### config.mk
export PLATFORM = sky130hd
export DESIGN_NAME = uart_tx_scheduler
export DESIGN_NICKNAME = d
export VERILOG_FILES = /design/src/rtl/uart_pkg.sv /design/src/rtl/uart_rr_arb2.sv /design/src/rtl/uart_tx_scheduler.sv
export SDC_FILE = /design/constraint.sdc
export NUM_CORES = 1
export LEC_CHECK = 0
export CORE_ASPECT_RATIO = 1.25
export CORE_MARGIN = 2
export CORE_UTILIZATION = 45
export DETAILED_ROUTE_END_ITERATION = 16
export MAX_ROUTING_LAYER = met4
export PLACE_DENSITY = 0.85
export SETUP_SLACK_MARGIN = 0.05
export SLEW_MARGIN = 20
export SYNTH_ARGS = -nofsm -noshare
export SYNTH_HDL_FRONTEND = slang
export SYNTH_SLANG_ARGS = --single-unit
export TNS_END_PERCENT = 50
### constraint.sdc
create_clock -name clk -period 2.9 [get_ports clk]
set_input_delay 0.58 -clock clk [delete_from_list [all_inputs] [get_ports clk]]
set_output_delay 0.58 -clock clk [all_outputs]
set_load 0.02 [all_outputs]
### src/rtl/uart_pkg.sv
// Shared definitions for the UART transmit scheduler.
// Contents:
//   sched_state_e  - scheduler FSM state encoding
//   BAUD_*         - 3-bit baud codes understood by the transmitter
//   cnt_width()    - width of a counter that can hold a given value
//   cnt_last()     - terminal count for a counter that spans N clocks (N=0 -> 1 clock)
package uart_pkg;

  typedef enum logic [2:0] {
    ST_IDLE      = 3'd0,
    ST_SEND      = 3'd1,
    ST_WAIT_ACK  = 3'd2,
    ST_WAIT_DONE = 3'd3,
    ST_GAP       = 3'd4
  } sched_state_e;

  localparam logic [2:0] BAUD_1200   = 3'b000;
  localparam logic [2:0] BAUD_2400   = 3'b001;
  localparam logic [2:0] BAUD_4800   = 3'b010;
  localparam logic [2:0] BAUD_9600   = 3'b011;
  localparam logic [2:0] BAUD_19200  = 3'b100;
  localparam logic [2:0] BAUD_38400  = 3'b101;
  localparam logic [2:0] BAUD_57600  = 3'b110;
  localparam logic [2:0] BAUD_115200 = 3'b111;

  function automatic int cnt_width(input int max_val);
    if (max_val <= 1) return 1;
    return $clog2(max_val + 1);
  endfunction

  // A state that lasts N clocks counts 0..N-1; N=0 still spends one clock.
  function automatic int cnt_last(input int n);
    return (n > 0) ? n - 1 : 0;
  endfunction

endpackage

### src/rtl/uart_rr_arb2.sv
// Two-way round-robin arbiter, purely combinational.
// Ports:
//   valid_i[1:0]  - request valids (bit n = requester n)
//   last_grant_i  - index of the requester granted most recently
//   enable_i      - when low no grant is issued
//   grant_o[1:0]  - one-hot grant (all zero when disabled or nobody valid)
module uart_rr_arb2 (
  input  logic [1:0] valid_i,
  input  logic       last_grant_i,
  input  logic       enable_i,
  output logic [1:0] grant_o
);

  // Requester gi wins if it is valid and either the other side is idle
  // or the other side was the one served last time.
  for (genvar gi = 0; gi < 2; gi++) begin : g_grant
    assign grant_o[gi] = enable_i && valid_i[gi] &&
                         (!valid_i[1-gi] || (last_grant_i != 1'(gi)));
  end

endmodule

### src/rtl/uart_tx_scheduler.sv
// Schedules 16-bit words from two requesters onto a byte-wide UART
// transmitter, high byte first, with a fixed idle gap between bytes and a
// timeout on the transmitter's busy acknowledge.
// Ports:
//   clk, reset                 - clock (rising edge), async active-low reset
//   reqN_valid/data/ready      - requester handshakes (N = 0,1), accept on valid&&ready
//   Tx_BUSY                    - transmitter busy (synchronous to clk)
//   Tx_WR, Tx_DATA             - one-clock write strobe and the byte to send
//   Tx_EN, baud_select         - transmitter configuration
//   grant_id                   - requester owning the message in flight
//   sched_busy                 - high whenever the scheduler is not idle
//   tx_err                     - sticky ack-timeout flag, cleared on next accept
module uart_tx_scheduler
  import uart_pkg::*;
#(
  parameter logic [2:0] BAUD_SEL    = BAUD_115200,
  parameter int         GAP_CYCLES  = 16,
  parameter int         ACK_TIMEOUT = 64
) (
  input  logic        clk,
  input  logic        reset,
  input  logic        req0_valid,
  input  logic        req1_valid,
  input  logic [15:0] req0_data,
  input  logic [15:0] req1_data,
  output logic        req0_ready,
  output logic        req1_ready,
  input  logic        Tx_BUSY,
  output logic        Tx_WR,
  output logic [7:0]  Tx_DATA,
  output logic        Tx_EN,
  output logic [2:0]  baud_select,
  output logic        grant_id,
  output logic        sched_busy,
  output logic        tx_err
);

  localparam int ACK_W = cnt_width(ACK_TIMEOUT);
  localparam int GAP_W = cnt_width(GAP_CYCLES);
  localparam logic [ACK_W-1:0] ACK_LAST = ACK_W'(cnt_last(ACK_TIMEOUT));
  localparam logic [GAP_W-1:0] GAP_LAST = GAP_W'(cnt_last(GAP_CYCLES));

  sched_state_e     state_q, state_d;
  logic [7:0]       low_byte_q, low_byte_d;
  logic [7:0]       tx_data_q, tx_data_d;
  logic             byte_idx_q, byte_idx_d;
  logic             grant_id_q, grant_id_d;
  logic             last_grant_q, last_grant_d;
  logic             tx_err_q, tx_err_d;
  logic [ACK_W-1:0] ack_cnt_q, ack_cnt_d;
  logic [GAP_W-1:0] gap_cnt_q, gap_cnt_d;

  logic [1:0]  grant;
  logic        arb_en;
  logic        accept;
  logic [15:0] accept_data;
  logic        ack_expired;
  logic        gap_done;

  // Reset is folded into the enable so ready stays low while reset is held,
  // even though the state register already reads IDLE.
  assign arb_en = reset && (state_q == ST_IDLE) && !Tx_BUSY;

  uart_rr_arb2 u_arb (
    .valid_i      ({req1_valid, req0_valid}),
    .last_grant_i (last_grant_q),
    .enable_i     (arb_en),
    .grant_o      (grant)
  );

  assign accept      = |grant;
  assign accept_data = grant[1] ? req1_data : req0_data;
  assign ack_expired = !Tx_BUSY && (ack_cnt_q == ACK_LAST);
  assign gap_done    = (gap_cnt_q == GAP_LAST);

  // ---------------- FSM: state register ----------------
  always_ff @(posedge clk or negedge reset) begin
    if (!reset) begin
      state_q <= ST_IDLE;
    end else begin
      state_q <= state_d;
    end
  end

  // ---------------- FSM: next state ----------------
  always_comb begin
    state_d = state_q;
    unique case (state_q)
      ST_IDLE:      if (accept) state_d = ST_SEND;
      ST_SEND:      state_d = ST_WAIT_ACK;
      ST_WAIT_ACK: begin
        if (Tx_BUSY)          state_d = ST_WAIT_DONE;
        else if (ack_expired) state_d = ST_IDLE;
      end
      ST_WAIT_DONE: if (!Tx_BUSY) state_d = ST_GAP;
      ST_GAP:       if (gap_done) state_d = byte_idx_q ? ST_IDLE : ST_SEND;
      default:      state_d = ST_IDLE;
    endcase
  end

  // ---------------- FSM: outputs ----------------
  always_comb begin
    Tx_WR      = (state_q == ST_SEND);
    sched_busy = (state_q != ST_IDLE);
  end

  assign req0_ready  = grant[0];
  assign req1_ready  = grant[1];
  assign Tx_DATA     = tx_data_q;
  assign Tx_EN       = reset;
  assign baud_select = BAUD_SEL;
  assign grant_id    = grant_id_q;
  assign tx_err      = tx_err_q;

  // ---------------- Datapath next values ----------------
  // The high byte goes straight into the Tx_DATA register on accept, so only
  // the low byte needs holding; the requester may change its data afterwards.
  always_comb begin
    low_byte_d   = low_byte_q;
    tx_data_d    = tx_data_q;
    byte_idx_d   = byte_idx_q;
    grant_id_d   = grant_id_q;
    last_grant_d = last_grant_q;
    tx_err_d     = tx_err_q;
    ack_cnt_d    = '0;
    gap_cnt_d    = '0;
    unique case (state_q)
      ST_IDLE: begin
        if (accept) begin
          low_byte_d   = accept_data[7:0];
          tx_data_d    = accept_data[15:8];
          byte_idx_d   = 1'b0;
          grant_id_d   = grant[1];
          last_grant_d = grant[1];
          tx_err_d     = 1'b0;
        end
      end
      ST_WAIT_ACK: begin
        // Counter stops at its terminal value; the state exits that clock.
        if (ack_expired)   tx_err_d  = 1'b1;
        else if (!Tx_BUSY) ack_cnt_d = ack_cnt_q + 1'b1;
      end
      ST_GAP: begin
        if (!gap_done) begin
          gap_cnt_d = gap_cnt_q + 1'b1;
        end else if (!byte_idx_q) begin
          byte_idx_d = 1'b1;
          tx_data_d  = low_byte_q;
        end
      end
      default: ;
    endcase
  end

  always_ff @(posedge clk or negedge reset) begin
    if (!reset) begin
      low_byte_q   <= 8'h00;
      tx_data_q    <= 8'h00;
      byte_idx_q   <= 1'b0;
      grant_id_q   <= 1'b0;
      last_grant_q <= 1'b1;
      tx_err_q     <= 1'b0;
      ack_cnt_q    <= '0;
      gap_cnt_q    <= '0;
    end else begin
      low_byte_q   <= low_byte_d;
      tx_data_q    <= tx_data_d;
      byte_idx_q   <= byte_idx_d;
      grant_id_q   <= grant_id_d;
      last_grant_q <= last_grant_d;
      tx_err_q     <= tx_err_d;
      ack_cnt_q    <= ack_cnt_d;
      gap_cnt_q    <= gap_cnt_d;
    end
  end

endmodule

==> metrics.txt, run 1 <==
routed via count 1380; Clock Path Buffers 2; WP buf/inv 3; met1 usage 20.6%; Final Max Slew Viols 0; CP Cell Sequence clkdlybuf4s50_1, buf_4, clkdlybuf4s50_1; synthesis-to-finish area growth 35.7%; routability cong. 0.781; final hold violations 0; initial antenna violation count 0; DRT Wirelength 3670 um; Total GRT Usage 18.7%; max_slew headroom 64.4%; Cells on Worst Hold Path 1; largest net degree at the start of global routing 37; Initial Util 46.8%; synth warn 0; max-cap viol count 0; Post-Syn Area per Cell 10.6 um2; FMAX 0.363 GHz; CP delay by family, top buffers and inverters; setup bufs post-CTS 0; Setup-failing EPs final 0; sw power 0.000608 W; outcome complete, no violations; Num CTS Buffers 5; worst skew pair latency 0.28 ns; Crit. path cell count 3; PD cells 742 mW/mm2; Hold-fix buffers, CTS 0; Max FO, Critical Path 36; Post-DRT Antenna Nets 0; actual transition at the worst max-transition pin 0.534 ns; fin cells 274; post-DR vias/cell 5.04; n_diodes 0; Syn Inst Count 167; met2 global-route usage 31.0%; worst min path class register to register; vias in the first global route 1360; dpl hpwl 2760 um; cell count of the worst reg-to-reg path 5; CP Class input port to output port; Clk network pwr share 19.3%; global-route wire length before repair 5890 um; H-Tree Level Count 2; share of layout cells above drive strength 1 12.3%; PortBufs 51; Setup crit end kind output port; vertical die dimension 74.1 um; DRC violations left 0; wire per inst 13.4 um; router iterations before antenna repair 4; Tmin final 2.76 ns; die footprint 0.00446 mm2; clock skew 0.00458 ns; CP Launch Type input port; clock root cell clkbuf_8; initial drt markers 64; switching fraction of total power 34.1%; most frequent CP cell clkdlybuf4s50_1; Pint 0.00118 W; met3 Usage GRT 5.22%; CP arrival 2.18 ns; post-synthesis register bit count 35; gr ovfl total 0; unrepaired setup endpoints after global routing no; Max stage delay cell, worst path clkdlybuf4s50_1; synth unique cells 37; maximum VDD drop 0.296 mV; Mapped Area 0.00177 mm2; fin crit share 95.1%; Worst path max stage delay 0.69 ns; sequential-to-total area share from yosys stat 49.5%; Rows 25; IO Pins 55; leak pwr 1.02 nW; Cells after DPL 267; Flop pwr share 41.9%; clock sink total 35; Core Area 0.00378 mm2; CP Data Required Time 2.32 ns; fill count 294; Die Width 60.1 um; Clock transition at path regs 0.06 ns; Fin Setup TNS 0 ns; GR peak layer met2; TritonCTS clock tree yes; Post-CTS Resized 0; Comb pwr share 38.8%; fin nets 259
-- placed cells by master, fill, tap and decap left out, drive strengths merged, types with 2 or more instances in the layout --
cell	n
nand3	13
xnor2	4
or3b	2
nor2	17
a21oi	2
buf	6
nand2	10
ha	2
nor3	2
mux2i	14
clkbuf	6
and3	3
a21o	2
xor2	2
inv	12
nand2b	2
or3	2
o21ai	8
a221o	2
nor3b	2
conb	3
dfrtp	34
o221ai	8
clkdlybuf4s50	51
o31ai	2
-- registers in the layout (all words and copies together), names as in the netlist --
| name | cells |
|---|---|
| tx_err | 1 |
| state_q | 3 |
| low_byte_q | 8 |
| last_grant_q | 1 |
| Tx_DATA | 8 |
| gap_cnt_q | 5 |
| grant_id | 1 |
| byte_idx_q | 1 |
| ack_cnt_q | 7 |
-- worst paths after layout --
kind / from / to / slack [ns]
min in group asynchronous: reset / low_byte_q[2] / 0.77
worst min register to register: gap_cnt_q[0] / gap_cnt_q[0] / 0.47
worst max-delay path: reset / Tx_EN / 0.14
max in group asynchronous: reset / last_grant_q / 1.79
worst min-delay path: gap_cnt_q[0] / gap_cnt_q[0] / 0.47
worst max register to register: state_q[0] / Tx_DATA[3] / 0.80
-- power by group through the flow --
stage | clock network, W | registers [W] | logic, W
final | 0.000345 | 0.000747 | 0.000692
after global routing | 0.000379 | 0.000767 | 0.000756
after CTS | 0.000356 | 0.000747 | 0.000703
after detailed placement | 0 | 0.000754 | 0.000698
after global placement | 0 | 0.000747 | 0.000679
after floorplan | 0 | 0.000817 | 0.000337
-- logic make-up (layout without fill, tap and decap cells) --
logic type,after synthesis,after routing,synth area share [%]
multiplexers,14,14,7.91
other,1,3,0.212
buffers and inverters,25,76,7.56
XOR/XNOR,6,6,2.97
AND/OR/NAND/NOR,58,58,17.0
flip-flops,35,35,49.5
adder cells (fa/ha/maj),2,2,1.41
AO/OA/AOI/OAI,26,26,13.4
-- metrics by stage --
stage	instance area, um2	setup WS [ns]	total power [W]	util, %	hold slack, ns
floorplan	1780	0.820	0.00115	-	0.284
global placement	2310	0.123	0.00143	61.1	0.447
detailed placement	2310	0.107	0.00145	61.1	0.465
CTS	2400	0.0993	0.00181	63.4	0.474
global route	2400	0.0513	0.00190	63.5	0.481
finish	2400	0.142	0.00178	63.5	0.469
-- synth_stat cells (all sizes together) --
master,instances,area [um2]
a21o,2,15.0
a21oi,2,10.0
a221o,2,20.0
a311oi,1,8.76
and3,3,18.8
and4b,1,10.0
buf,13,88.8
conb,1,3.75
dfrtp,34,851
dfstp,1,26.3
ha,2,25.0
inv,12,45.0
mux2i,14,140
nand2,10,37.5
nand2b,2,12.5
nand3,13,70.1
nand3b,1,7.51
nor2,17,63.8
nor2b,1,6.26
nor3,2,10.0
nor3b,2,15.0
o211ai,1,7.51
o21ai,8,40.0
o221ai,8,120
o31ai,2,15.0
or2,1,6.26
or3,2,12.5
or3b,2,20.0
or4,1,11.3
xnor2,4,35.0
xor2,2,17.5
-- area by class of cell --
cell class / count / area [um2] / share of cell area (%)
Clock buffer: 6 / 82.6 / 3.44
Clock inverter: 1 / 5.00 / 0.208
Inverter: 12 / 45.0 / 1.88
Multi-Input combinational cell: 109 / 769 / 32.0
Sequential cell: 35 / 877 / 36.5
Tap cell: 54 / 67.6 / 2.81
Timing Repair Buffer: 57 / 556 / 23.1
-- per-layer routing --
layer,wire length (um),vias to the layer above
met1,1540,659
li1,-,675
met4,62,0
met2,1850,40
met3,219,6
met5,0,-
Note: power is estimated with default switching activity, not from simulation.
==> run 2: changes to the inputs <==
- CORE_MARGIN: 2 -> 10
- CORE_UTILIZATION: 45 -> 50
- PLACE_DENSITY: 0.85 -> 0.92
==> metrics.txt, run 2 (synthesized netlist as in run 1, its figures left out) <==
vertical die dimension 86.5 um; most frequent CP cell clkdlybuf4s50_1; Max stage delay cell, worst path clkdlybuf4s50_1; Hold-fix buffers, CTS 0; initial drt markers 78; Critical path origin reset; clock root cell clkbuf_8; CP Data Required Time 2.32 ns; Clock Path Buffers 2; Cells on Worst Hold Path 1; IO Pins 55; initial antenna violation count 0; TritonCTS clock tree yes; largest net degree at the start of global routing 37; Core Area 0.00345 mm2; share of layout cells above drive strength 1 11.4%; fill count 254; unrepaired setup endpoints after global routing no; outcome complete, no violations; Multi-input gate area 767 um2; global-route wire length before repair 7270 um; fin nets 258; CP Class input port to output port; wire per inst 17.3 um; die footprint 0.00634 mm2; post-DR vias/cell 5.42; Clk network pwr share 26.2%; maximum VDD drop 0.573 mV; fin crit share 95.5%; Critical R2R Capture Tx_DATA[0]; H-Tree Level Count 2; Die Width 73.2 um; router iterations before antenna repair 4; routability cong. 0.773; CP Cell Sequence clkdlybuf4s50_1, nor2b_1, and4b_1, clkdlybuf4s50_1; Post-CTS Resized 0; PD cells 817 mW/mm2; FMAX 0.361 GHz; R2R setup slack 0.85 ns; Core Util, Final 70.0%; dpl hpwl 3350 um; n_diodes 0; RR Startpoint state_q[0]; min-delay src ack_cnt_q[0]; PortBufs 51; Setup-failing EPs final 0; Tmin final 2.77 ns; Total GRT Usage 15.1%; Pint 0.00133 W; Rows 24; Flop pwr share 38.2%; sw power 0.000643 W; routed via count 1403; Post-DRT Antenna Nets 0; leak pwr 1.04 nW; DRT Wirelength 4480 um; most common cell after layout, fill and taps aside clkdlybuf4s50_1; Max FO, Critical Path 3; clock sink total 35; final hold violations 0; CP delay by family, top buffers and inverters; Seq. cell area 877 um2; Num CTS Buffers 5; hold endpoint ack_cnt_q[0]; clock skew 0.00834 ns; DRC violations left 0; Clock transition at path regs 0.07 ns; Initial Util 51.3%; max_slew headroom 63.9%; switching fraction of total power 32.6%; vias in the first global route 1525; setup bufs post-CTS 0; worst skew pair latency 0.29 ns; CP Launch Type input port; cell count of the worst reg-to-reg path 5; Comb pwr share 35.6%; worst min path class register to register; Worst path max stage delay 0.64 ns; CP arrival 2.19 ns; max-cap viol count 0; Fin Setup TNS 0 ns; most frequent cells in the layout 51 x clkdlybuf4s50_1, 34 x dfrtp_1, 17 x nor2_1, 14 x mux2i_1; synthesis-to-finish area growth 36.6%; actual transition at the worst max-transition pin 0.542 ns; gr ovfl total 0; WP buf/inv 2; Final Max Slew Viols 0; Setup crit end kind output port
[run 2: cell types whose count changed in the layout (fill, tap and decap cells not counted), sizes merged]
cell / before / now
clkinv: 1 / 0
bufinv: 0 / 2
buf: 6 / 5
[run 2: how the worst max path moves through the flow]
stage / end / slack, ns / cells after the start
floorplan: req1_ready / 0.82 / 4
global placement: Tx_EN / 0.15 / 3
detailed placement: req1_ready / 0.13 / 4
CTS: req1_ready / 0.12 / 4
global route: req0_ready / 0.06 / 6
finish: req1_ready / 0.13 / 4
[run 2: layout make-up]
class,instances,area share (%)
Clock buffer,6,3.00
Tap cell,39,2.02
Sequential cell,35,36.3
Timing Repair Buffer,56,22.7
Clock inverter,2,2.48
Inverter,12,1.86
Multi-Input combinational cell,109,31.7
[run 2: metal layers]
| metal | vias to the layer above | global-route usage (%) | wire, um |
|---|---|---|---|
| met5 | - | - | 0 |
| met4 | 0 | 5.88 | 85 |
| met3 | 10 | 6.18 | 327 |
| met2 | 40 | 25.1 | 2350 |
| met1 | 676 | 15.3 | 1710 |
| li1 | 677 | - | - |
[run 2: power groups by stage]
stage / registers [W] / logic, W / clock network [W]
finish: 0.000754 / 0.000704 / 0.000517
CTS: 0.000755 / 0.000716 / 0.000526
floorplan: 0.000817 / 0.000337 / 0
global placement: 0.000746 / 0.000687 / 0
global route: 0.000773 / 0.000772 / 0.000546
detailed placement: 0.000760 / 0.000707 / 0
[run 2: worst reg2reg max path: stages (launching register included)]
cell and delay, ns:
dfrtp_1 0.42, or3_1 0.45, or3b_1 0.53, buf_4 0.29, nand3_1 0.15, o221ai_2 0.10
[run 2: through the flow]
step / hold slack, ns / setup slack [ns] / power (W) / area (um2) / instances
final: 0.469 / 0.130 / 0.00198 / 2420 / 259
after global routing: 0.486 / 0.0585 / 0.00209 / 2420 / 259
after CTS: 0.468 / 0.123 / 0.00200 / 2420 / 259
after detailed placement: 0.459 / 0.131 / 0.00147 / 2290 / 251
after global placement: 0.452 / 0.148 / 0.00143 / 2290 / 251
after floorplan: 0.284 / 0.820 / 0.00115 / 1780 / 169
==> run 3: changes to the inputs <==
- CAP_MARGIN: default -> 20
==> results of run 3 <==
Final layout, timing and power as in run 2 (identical DEF).
